$ cat config.mk
export PLATFORM = sky130hd
export DESIGN_NAME = addsub_rr_scheduler_flat
export DESIGN_NICKNAME = d
export VERILOG_FILES = /design/src/rtl/addsub_rr_pkg.sv /design/src/rtl/addsub_rr_scheduler_if.sv /design/src/rtl/rr_grant_pick.sv /design/src/rtl/addsub_rr_scheduler.sv /design/src/flat_wrapper.sv
export SDC_FILE = /design/constraint.sdc
export NUM_CORES = 1
export LEC_CHECK = 0
export ABC_AREA = 1
export CAP_MARGIN = 20
export CORE_MARGIN = 2
export CORE_UTILIZATION = 39
export CTS_CLUSTER_SIZE = 40
export DETAILED_ROUTE_END_ITERATION = 10
export PLACE_DENSITY = 0.81
export REMOVE_ABC_BUFFERS = 1
export SLEW_MARGIN = 30
export SYNTH_ARGS = -nofsm -noshare
export SYNTH_HDL_FRONTEND = slang
export SYNTH_HIERARCHICAL = 1
export SYNTH_SLANG_ARGS = --single-unit
$ cat constraint.sdc
create_clock -name clk -period 2.6 [get_ports clk]
set_clock_uncertainty 0.05 [all_clocks]
set_input_delay 0.52 -clock clk [delete_from_list [all_inputs] [get_ports clk]]
set_output_delay 0.52 -clock clk [all_outputs]
set_load 0.005 [all_outputs]
$ cat src/rtl/addsub_rr_pkg.sv
// Shared types and constants for the round-robin add/sub scheduler.
// Grant-index width helper is reused by other arbiters.
package addsub_rr_pkg;

  localparam int unsigned DATA_W      = 8;
  localparam int unsigned NUM_REQ_DEF = 4;

  // Index width for an N-way arbiter; never narrower than one bit.
  function automatic int unsigned id_width(int unsigned n);
    return (n > 1) ? $clog2(n) : 1;
  endfunction

  localparam int unsigned ID_W = id_width(NUM_REQ_DEF);

  typedef enum logic [1:0] {
    StIdle,
    StCalc,
    StResp
  } state_e;

endpackage

$ cat src/rtl/addsub_rr_scheduler_if.sv
// Request, result and adder-side signals of the add/sub scheduler.
// slave = scheduler side, master = requester/environment side.
interface addsub_rr_scheduler_if
  import addsub_rr_pkg::*;
#(
  parameter int unsigned NUM_REQ = NUM_REQ_DEF
);
  localparam int unsigned IdW = id_width(NUM_REQ);

  logic [NUM_REQ-1:0]        req_valid;
  logic [NUM_REQ-1:0]        req_ready;
  logic [NUM_REQ*DATA_W-1:0] req_a;
  logic [NUM_REQ*DATA_W-1:0] req_b;
  logic [NUM_REQ-1:0]        req_sub;

  logic                      au_cin;
  logic [DATA_W-1:0]         au_i0;
  logic [DATA_W-1:0]         au_i1;
  logic [DATA_W-1:0]         au_sum;

  logic                      res_valid;
  logic                      res_ready;
  logic [DATA_W-1:0]         res_data;
  logic [IdW-1:0]            res_id;
  logic                      res_ovf;

  modport slave (
    input  req_valid, req_a, req_b, req_sub, au_sum, res_ready,
    output req_ready, au_cin, au_i0, au_i1, res_valid, res_data, res_id, res_ovf
  );

  modport master (
    output req_valid, req_a, req_b, req_sub, au_sum, res_ready,
    input  req_ready, au_cin, au_i0, au_i1, res_valid, res_data, res_id, res_ovf
  );

endinterface

$ cat src/rtl/rr_grant_pick.sv
// Combinational round-robin pick: first set request searching upward from
// last_i+1, wrapping. Shared with other arbiters.
module rr_grant_pick
  import addsub_rr_pkg::*;
#(
  parameter int unsigned N = NUM_REQ_DEF
) (
  input  logic [N-1:0]            req_i,
  input  logic [id_width(N)-1:0]  last_i,
  output logic                    any_o,
  output logic [id_width(N)-1:0]  grant_o
);

  localparam int unsigned IdW = id_width(N);

  int unsigned idx;

  always_comb begin
    any_o   = 1'b0;
    grant_o = '0;
    idx     = 0;
    for (int unsigned i = 1; i <= N; i++) begin
      idx = (int'(last_i) + i) % N;
      if (!any_o && req_i[IdW'(idx)]) begin
        any_o   = 1'b1;
        grant_o = IdW'(idx);
      end
    end
  end

endmodule

$ cat src/rtl/addsub_rr_scheduler.sv
// Time-shares one external 8-bit adder/subtractor among NUM_REQ requesters, one op in flight.
// Define ADDSUB_RR_SAT_EN to saturate on signed overflow and report res_ovf.
module addsub_rr_scheduler
  import addsub_rr_pkg::*;
#(
  parameter int unsigned NUM_REQ = NUM_REQ_DEF
) (
  input  logic                  clk,
  input  logic                  rst,
  addsub_rr_scheduler_if.slave  bus
);

  localparam int unsigned IdW = id_width(NUM_REQ);
  localparam int unsigned Msb = DATA_W - 1;

  state_e               state_q, state_d;
  logic [IdW-1:0]       last_grant_q;
  logic [DATA_W-1:0]    a_q, b_q;
  logic                 sub_q;
  logic [DATA_W-1:0]    res_data_q, res_next;
  logic [IdW-1:0]       res_id_q;

  logic                 pick_any;
  logic [IdW-1:0]       pick;
  logic                 accept;
  logic [NUM_REQ-1:0]   req_ready;
  logic                 res_valid;
  logic                 au_cin;
  logic [DATA_W-1:0]    au_i0, au_i1;

  rr_grant_pick #(
    .N (NUM_REQ)
  ) u_pick (
    .req_i   (bus.req_valid),
    .last_i  (last_grant_q),
    .any_o   (pick_any),
    .grant_o (pick)
  );

  always_comb begin
    state_d   = state_q;
    accept    = 1'b0;
    req_ready = '0;
    res_valid = 1'b0;
    au_cin    = 1'b0;
    au_i0     = '0;
    au_i1     = '0;
    unique case (state_q)
      StIdle: begin
        if (pick_any && !rst) begin
          accept          = 1'b1;
          req_ready[pick] = 1'b1;
          state_d         = StCalc;
        end
      end
      StCalc: begin
        au_cin  = sub_q;
        au_i0   = a_q;
        au_i1   = b_q;
        state_d = StResp;
      end
      StResp: begin
        res_valid = 1'b1;
        if (bus.res_ready) state_d = StIdle;
      end
      default: state_d = StIdle;
    endcase
  end

`ifdef ADDSUB_RR_SAT_EN
  logic [DATA_W-1:0] b_eff;
  logic              ovf, res_ovf_q;

  // Overflow: effective operands share a sign that the sum does not.
  always_comb begin
    b_eff    = sub_q ? ~b_q : b_q;
    ovf      = (a_q[Msb] == b_eff[Msb]) && (bus.au_sum[Msb] != a_q[Msb]);
    res_next = bus.au_sum;
    if (ovf) res_next = a_q[Msb] ? {1'b1, {(DATA_W-1){1'b0}}} : {1'b0, {(DATA_W-1){1'b1}}};
  end

  always_ff @(posedge clk) begin
    if (rst) begin
      res_ovf_q <= 1'b0;
    end else if (state_q == StCalc) begin
      res_ovf_q <= ovf;
    end
  end

  assign bus.res_ovf = res_ovf_q;
`else
  assign res_next    = bus.au_sum;
  assign bus.res_ovf = 1'b0;
`endif

  always_ff @(posedge clk) begin
    if (rst) begin
      state_q      <= StIdle;
      last_grant_q <= IdW'(NUM_REQ - 1);
      a_q          <= '0;
      b_q          <= '0;
      sub_q        <= 1'b0;
      res_data_q   <= '0;
      res_id_q     <= '0;
    end else begin
      state_q <= state_d;
      if (accept) begin
        a_q          <= bus.req_a[pick*DATA_W +: DATA_W];
        b_q          <= bus.req_b[pick*DATA_W +: DATA_W];
        sub_q        <= bus.req_sub[pick];
        last_grant_q <= pick;
      end
      if (state_q == StCalc) begin
        res_data_q <= res_next;
        res_id_q   <= last_grant_q;
      end
    end
  end

  assign bus.req_ready = req_ready;
  assign bus.res_valid = res_valid;
  assign bus.res_data  = res_data_q;
  assign bus.res_id    = res_id_q;
  assign bus.au_cin    = au_cin;
  assign bus.au_i0     = au_i0;
  assign bus.au_i1     = au_i1;

endmodule
$ cat src/flat_wrapper.sv
// flat-port wrapper written by rule: the top's interface ports become plain ports
module addsub_rr_scheduler_flat import addsub_rr_pkg::*;
#(
  parameter int unsigned NUM_REQ = NUM_REQ_DEF
)
  (clk, rst, bus_req_valid, bus_req_a, bus_req_b, bus_req_sub, bus_au_sum, bus_res_ready, bus_req_ready, bus_au_cin, bus_au_i0, bus_au_i1, bus_res_valid, bus_res_data, bus_res_id, bus_res_ovf);
  addsub_rr_scheduler_if #(.NUM_REQ(NUM_REQ)) bus_i ();
  input  logic clk;
  input  logic rst;
  input wire logic [$bits(bus_i.req_valid)-1:0] bus_req_valid;
  input wire logic [$bits(bus_i.req_a)-1:0] bus_req_a;
  input wire logic [$bits(bus_i.req_b)-1:0] bus_req_b;
  input wire logic [$bits(bus_i.req_sub)-1:0] bus_req_sub;
  input wire logic [$bits(bus_i.au_sum)-1:0] bus_au_sum;
  input wire logic [$bits(bus_i.res_ready)-1:0] bus_res_ready;
  output wire logic [$bits(bus_i.req_ready)-1:0] bus_req_ready;
  output wire logic [$bits(bus_i.au_cin)-1:0] bus_au_cin;
  output wire logic [$bits(bus_i.au_i0)-1:0] bus_au_i0;
  output wire logic [$bits(bus_i.au_i1)-1:0] bus_au_i1;
  output wire logic [$bits(bus_i.res_valid)-1:0] bus_res_valid;
  output wire logic [$bits(bus_i.res_data)-1:0] bus_res_data;
  output wire logic [$bits(bus_i.res_id)-1:0] bus_res_id;
  output wire logic [$bits(bus_i.res_ovf)-1:0] bus_res_ovf;
  assign bus_i.req_valid = bus_req_valid;
  assign bus_i.req_a = bus_req_a;
  assign bus_i.req_b = bus_req_b;
  assign bus_i.req_sub = bus_req_sub;
  assign bus_i.au_sum = bus_au_sum;
  assign bus_i.res_ready = bus_res_ready;
  assign bus_req_ready = bus_i.req_ready;
  assign bus_au_cin = bus_i.au_cin;
  assign bus_au_i0 = bus_i.au_i0;
  assign bus_au_i1 = bus_i.au_i1;
  assign bus_res_valid = bus_i.res_valid;
  assign bus_res_data = bus_i.res_data;
  assign bus_res_id = bus_i.res_id;
  assign bus_res_ovf = bus_i.res_ovf;
  addsub_rr_scheduler #(.NUM_REQ(NUM_REQ)) u_core (.clk(clk), .rst(rst), .bus(bus_i));
endmodule
# Yosys cells after proc, flatten, opt, wreduce, memory -nomap -nowiden

Index checks and enable logic that the tools add are counted.

Register bits after elaboration: 31
Output and inout bits: 33
Logic and storage cells: 65

$add $sub $neg: 4
$lt $le $gt $ge: 6
Equal/unequal tests: 4
Shift operators: 2
Multiplexer cells: 31
Reductions and logical operators: 11

Operator list:

| kind                | number |
|---|---|
| $shiftx 32x6->8     | 2 |
| $mux 8              | 2 |
| $lt 2x3->1 const B  | 5 |
| $mux 1              | 14 |
| $mux 2              | 6 |
| $bmux 1 s2          | 5 |
| $mux 4              | 2 |
| $pmux 2 s3          | 1 |
| $logic_and 1x1->1   | 5 |
| $add 2x1->2 const B | 2 |
| $add 2x2->2 const B | 2 |
| $logic_not 1->1     | 4 |
| $demux 1 s2         | 1 |
| $eq 2x1->1 const B  | 1 |
| $eq 2x2->1 const B  | 1 |
| $ge 2x1->1 const B  | 1 |
| $logic_not 2->1     | 1 |
| $ne 2x1->1 const B  | 1 |
| $ne 2x2->1 const B  | 1 |
| $reduce_and 2->1    | 1 |

# Depth between registers and ports, before layout

Depth after elaboration: 19
Depth in mapped cells: 15

# Hierarchy

Netlist, hierarchy kept.

By module, submodules not included:

| module              | instances | cells each | area an instance (µm²) | sequential area each (µm²) |
|---|---|---|---|---|
| addsub_rr_scheduler | 1         | 300        | 1830.5                 | 620.6 |
| rr_grant_pick       | 1         | 49         | 290.3                  | 0.0 |

# Least setup slack after synthesis

No wires, ideal clock.

Path type: input to output
From: input port bus_req_valid[2]
To: output port bus_req_ready[0]
Arrival time: 1552 ps
Required time: 2030 ps
Setup slack: 478 ps
Cell stages on the path: 10
Path buffers: 2
Path through: nand2_1 nand2_4 nand2_4 nand2_4 nor2_1 a21oi_1 nand3_1 buf_6 buf_6 nor3_2

Longest elaborated chain between the ends: 18
Elaborated cells on any way between the ends: 30
Classes of those cells: 2 x order compare; 20 x mux; 8 x reduce/logical

RTL lines:

| element                                                               | line                      | source |
|---|---|---|
| start, declared                                                       | flat_wrapper.sv:10        | `input wire logic [$bits(bus_i.req_valid)-1:0] bus_req_valid;` |
| $bmux 1 s2                                                            | rr_grant_pick.sv:24       | `if (!any_o && req_i[IdW'(idx)]) begin` |
| $mux 1 (implied by the code)                                          | rr_grant_pick.sv:24       |  |
| $mux 1                                                                | rr_grant_pick.sv:24       |  |
| $logic_not 1->1                                                       | rr_grant_pick.sv:24       |  |
| $logic_and 1x1->1                                                     | rr_grant_pick.sv:24       |  |
| $mux 1                                                                | rr_grant_pick.sv:24       |  |
| $logic_not 1->1                                                       | rr_grant_pick.sv:24       |  |
| $logic_and 1x1->1                                                     | rr_grant_pick.sv:24       |  |
| [... 3 more ...]                                                      | n/a                       |  |
| $mux 2 *                                                              | rr_grant_pick.sv:24       |  |
| net u_core.pick[0]                                                    | addsub_rr_scheduler.sv:24 | `logic [IdW-1:0] pick;` |
| $lt 2x3->1 (implied by the code) / $ge 2x1->1 (equally long branches) | addsub_rr_scheduler.sv:52 | `req_ready[pick] = 1'b1;` |
| $logic_and 1x1->1 (implied by the code)                               | addsub_rr_scheduler.sv:52 |  |
| $mux 1 (implied by the code)                                          | addsub_rr_scheduler.sv:52 |  |
| $demux 1 s2 *                                                         | n/a                       |  |
| $mux 4 *                                                              | addsub_rr_scheduler.sv:50 | `if (pick_any && !rst) begin` |
| $mux 4 *                                                              | addsub_rr_scheduler.sv:48 | `unique case (state_q)` |
| end, declared                                                         | flat_wrapper.sv:16        | `output wire logic [$bits(bus_i.req_ready)-1:0] bus_req_ready;` |

The timed path passes the listed nets; every way through them passes the cells marked *. The select of a mux whose other input is x is not followed.

# Worst setup path after layout

From: register u_core.last_grant_q[0]
To: output port bus_req_ready[3]

Longest elaborated chain between the ends: 19
Elaborated cells on any way between the ends: 34
Classes of those cells: 4 x add/sub; 2 x order compare; 20 x mux; 8 x reduce/logical

RTL lines:

| element                                                               | line                       | source |
|---|---|---|
| start, declared                                                       | addsub_rr_scheduler.sv:17  | `logic [IdW-1:0] last_grant_q;` |
| start signal, assigned                                                | addsub_rr_scheduler.sv:99  | `last_grant_q <= IdW'(NUM_REQ - 1);` |
| start signal, assigned                                                | addsub_rr_scheduler.sv:111 | `last_grant_q <= pick;` |
| $add 2x1->2                                                           | rr_grant_pick.sv:23        | `idx = (int'(last_i) + i) % N;` |
| $bmux 1 s2                                                            | rr_grant_pick.sv:24        |  |
| $mux 1 (implied by the code)                                          | rr_grant_pick.sv:24        |  |
| $mux 1                                                                | rr_grant_pick.sv:24        |  |
| $logic_not 1->1                                                       | rr_grant_pick.sv:24        |  |
| $logic_and 1x1->1                                                     | rr_grant_pick.sv:24        |  |
| $mux 1                                                                | rr_grant_pick.sv:24        |  |
| $logic_not 1->1                                                       | rr_grant_pick.sv:24        |  |
| [... 4 more ...]                                                      | n/a                        |  |
| $mux 2 *                                                              | rr_grant_pick.sv:24        |  |
| net u_core.pick[0]                                                    | addsub_rr_scheduler.sv:24  |  |
| $lt 2x3->1 (implied by the code) / $ge 2x1->1 (equally long branches) | addsub_rr_scheduler.sv:52  |  |
| $logic_and 1x1->1 (implied by the code)                               | addsub_rr_scheduler.sv:52  |  |
| $mux 1 (implied by the code)                                          | addsub_rr_scheduler.sv:52  |  |
| $demux 1 s2 *                                                         | n/a                        |  |
| $mux 4 *                                                              | addsub_rr_scheduler.sv:50  |  |
| $mux 4 *                                                              | addsub_rr_scheduler.sv:48  |  |

Marked as above.

==> impl_metrics.py <==
metrics = {
    "status": {
        "outcome": "finished clean",
    },
    "setup_path": {
        "crit_buf_inv": 5,
        "path_common_cell": "nand2_2",
        "required_ns": 2.03,
        "slowest_stage": "dfxtp_4",
        "cpPeakStageDelay_ns": 0.36,
        "cpLargestDelayFamily": "buffers and inverters",
        "crit_type": "reg -> out",
        "cp-start-kind": "register",
        "crit_chain": "buf_12 -> inv_8 -> nand2_2 -> nand2_2 -> nand2_4 -> buf_4 -> a21oi_1 -> a21oi_2 -> nand3_2 -> buf_4 -> nand2_2 -> nor2_1 -> buf_2",
        "cp-end-kind": "output pin",
        "critPathMaxFanout": 7,
        "cp.arrival_ns": 1.96,
    },
    "detailed_routing": {
        "drt_iter0_markers": 106,
        "antenna_left": 0,
        "dr.pass1.iters": 4,
        "vias": 2641,
        "routed_via_density": 4.76,
        "remaining_drc_errors": 0,
        "wl_per_cell_microns": 12.3,
        "routed_wl_microns": 6830,
    },
    "sta": {
        "hold_viol": 0,
        "period_needed_ns": 2.53,
        "period_share_pct": 97.3,
        "setup_slack_ns": 0.0692,
        "final-max-slew-violation-count": 0,
        "setup_viol_count_final": 0,
        "timing.fmax_ghz": 0.395,
    },
    "placed_design": {
        "pre_cts_slack_ns": -0.516,
        "dp_cells": 529,
        "gp_congestion": 0.885,
        "placed_area_sq_um": 3340,
        "dp_hpwl_microns": 4650,
        "numPortBuffers": 114,
    },
    "yosys": {
        "ys.flop_type": "dfxtp_1",
        "synth_cells": 349,
        "avgSynthCellArea_sq_um": 6.08,
        "async_flop_share_pct": 0,
        "synth_common_cells": "nand2_1, nand3_1, nor2_1",
        "ys_seq_area_share_pct": 29.3,
        "ys_ff_latch": 31,
        "netlist-cell-type-count": 21,
        "synth_top_area_share_pct": 29.3,
        "syn_area_sq_um": 2120,
        "synth_top_cell_by_area": "dfxtp_1",
        "yosysWarnings": 6,
        "synth_edf_count": 0,
        "synth_top_cells_by_area": "dfxtp_1, nand2_1, nand3_1",
        "synth_most_common_cell": "nand2_1",
    },
    "global_routing": {
        "first_global_vias": 2396,
        "antenna_found_initial": 0,
        "grt_max_degree": 31,
        "grt_usage_pct": 21.4,
        "overflow": 0,
        "grt_pass1_wl_microns": 10500,
    },
    "finish": {
        "utilization_pct": 70.6,
        "instances_no_fill": 555,
        "layout-drive-gt1-share_pct": 17.7,
        "area_growth_pct": 72.1,
        "fin_area_sq_um": 3650,
        "diodes": 0,
        "final_nets": 567,
    },
    "clock_tree": {
        "clk_latency_ns": 0.27,
        "ctsHoldBuffers": 0,
        "cts_tree": "built",
        "clk_path_buf_depth": 2,
        "cts_buffers": 5,
        "clk_pin_slew_ns": 0.06,
        "cts-root-buf": "clkbuf_8",
        "htreeDepth": 2,
        "clock_sinks": 31,
    },
    "floorplanning": {
        "coreArea_sq_um": 5170,
        "dieArea_sq_um": 6040,
        "rows": 26,
        "initial_utilization_pct": 41.0,
        "die_height_microns": 77.7,
        "ios": 116,
        "die_x_microns": 77.7,
    },
    "power_and_ir_drop": {
        "clkPwrFrac_pct": 9.8,
        "combPwrFrac_pct": 72.6,
        "vdd_ir_drop_max_uv": 641,
        "swShare_pct": 44.5,
        "intPower_w": 0.00232,
        "seqPwrFrac_pct": 17.7,
        "power_density_nw_per_um2": 1150,
        "p_total_w": 0.00418,
        "power.net_switching_w": 0.00186,
        "power.leakage_nw": 1.71,
    },
    "job": {
        "max_cap_violations": 0,
    },
    "worst_hold_path": {
        "worstHoldPathType": "reg -> reg",
    },
}
what timing repair did:
| action | in CTS | in global routing |
|---|---|---|
| endpoints found under the hold margin | 0 | 0 |
| pin swaps | 11 | 9 |
| setup endpoints to repair | 4 | 19 |
| resized for setup | 18 | 21 |
| cloned | 0 | 2 |
| setup buffers | 16 | 3 |
worst min-delay path, delay by kind of cell, from the launching register on:
| kind | cells | cell delay [ns] |
|---|---|---|
| flops | 1 | 0.31 |
| simple gates | 2 | 0.11 |
routing by layer:
metal / track usage (%) / wire [microns] / up-vias
met5: 0 / 0 / -
met4: 9.29 / 130 / 0
met3: 5.12 / 487 / 14
met2: 38.5 / 3420 / 109
met1: 23.7 / 2790 / 1147
li1: - / - / 1371
final cells by class:
class                           count  area, sq um
Fill cell                         453         1520
Timing Repair Buffer              150         1450
Multi-Input combinational cell    264         1250
Sequential cell                    31          624
Inverter                           32          133
Clock buffer                        8          100
Tap cell                           70         87.6
through the flow:
| stage | hold WS (ns) | setup TNS (ns) |
|---|---|---|
| after global routing | 0.437 | -0.0402 |
| after CTS | 0.416 | 0 |
| after detailed placement | 0.407 | -4.19 |
| after global placement | 0.403 | -2.47 |
| final | 0.413 | 0 |
| after floorplan | 0.396 | -4.67 |
registers in the layout, summed over array words and instances, names as in the netlist:
name                 cells
u_core/sub_q             1
u_core/bus.res_data      8
u_core/a_q               8
u_core/last_grant_q      2
u_core/b_q               8
u_core/bus.res_id        2
u_core/state_q           2
cell families after synthesis:
group / Yosys count / synth area share (%)
and+or+nand+nor: 249 / 53.2
DFF: 31 / 29.3
buffers and inverters: 54 / 14.0
other: 1 / 0.177
AOI/OAI and AO/OA: 14 / 3.42
final timing paths:
check,startpoint,endpoint,slack (ns),cells after the start
setup / recovery,u_core/last_grant_q[0],bus_req_ready[3],0.07,13
hold / removal,u_core/b_q[5],u_core/b_q[5],0.41,2
setup reg to reg,u_core/last_grant_q[0],u_core/a_q[5],0.17,19
hold reg to reg,u_core/b_q[5],u_core/b_q[5],0.41,2
power groups by stage:
stage               Sequential (W)  Combinational, W  Clock [W]
floorplan                 0.000750           0.00146          0
global placement          0.000731           0.00245          0
detailed placement        0.000738           0.00250          0
CTS                       0.000728           0.00282   0.000419
global route              0.000760           0.00334   0.000442
finish                    0.000739           0.00304   0.000409
cells in the final DEF, fill, tap and decap left out, types with 2 or more instances in the layout:
| cell | instances |
|---|---|
| nor2_4 | 2 |
| nand2_2 | 16 |
| a21oi_1 | 2 |
| dfxtp_1 | 30 |
| buf_4 | 31 |
| dlygate4sd2_1 | 4 |
| nand3_1 | 72 |
| nand2_1 | 101 |
| buf_2 | 3 |
| clkbuf_16 | 2 |
| nand4_1 | 4 |
| clkbuf_8 | 7 |
| inv_1 | 24 |
| clkdlybuf4s50_1 | 106 |
| o21ai_0 | 10 |
| nor2_1 | 42 |
| inv_2 | 6 |
| buf_12 | 2 |
| nand2_4 | 7 |
Power figures use the tool's default switching activity.
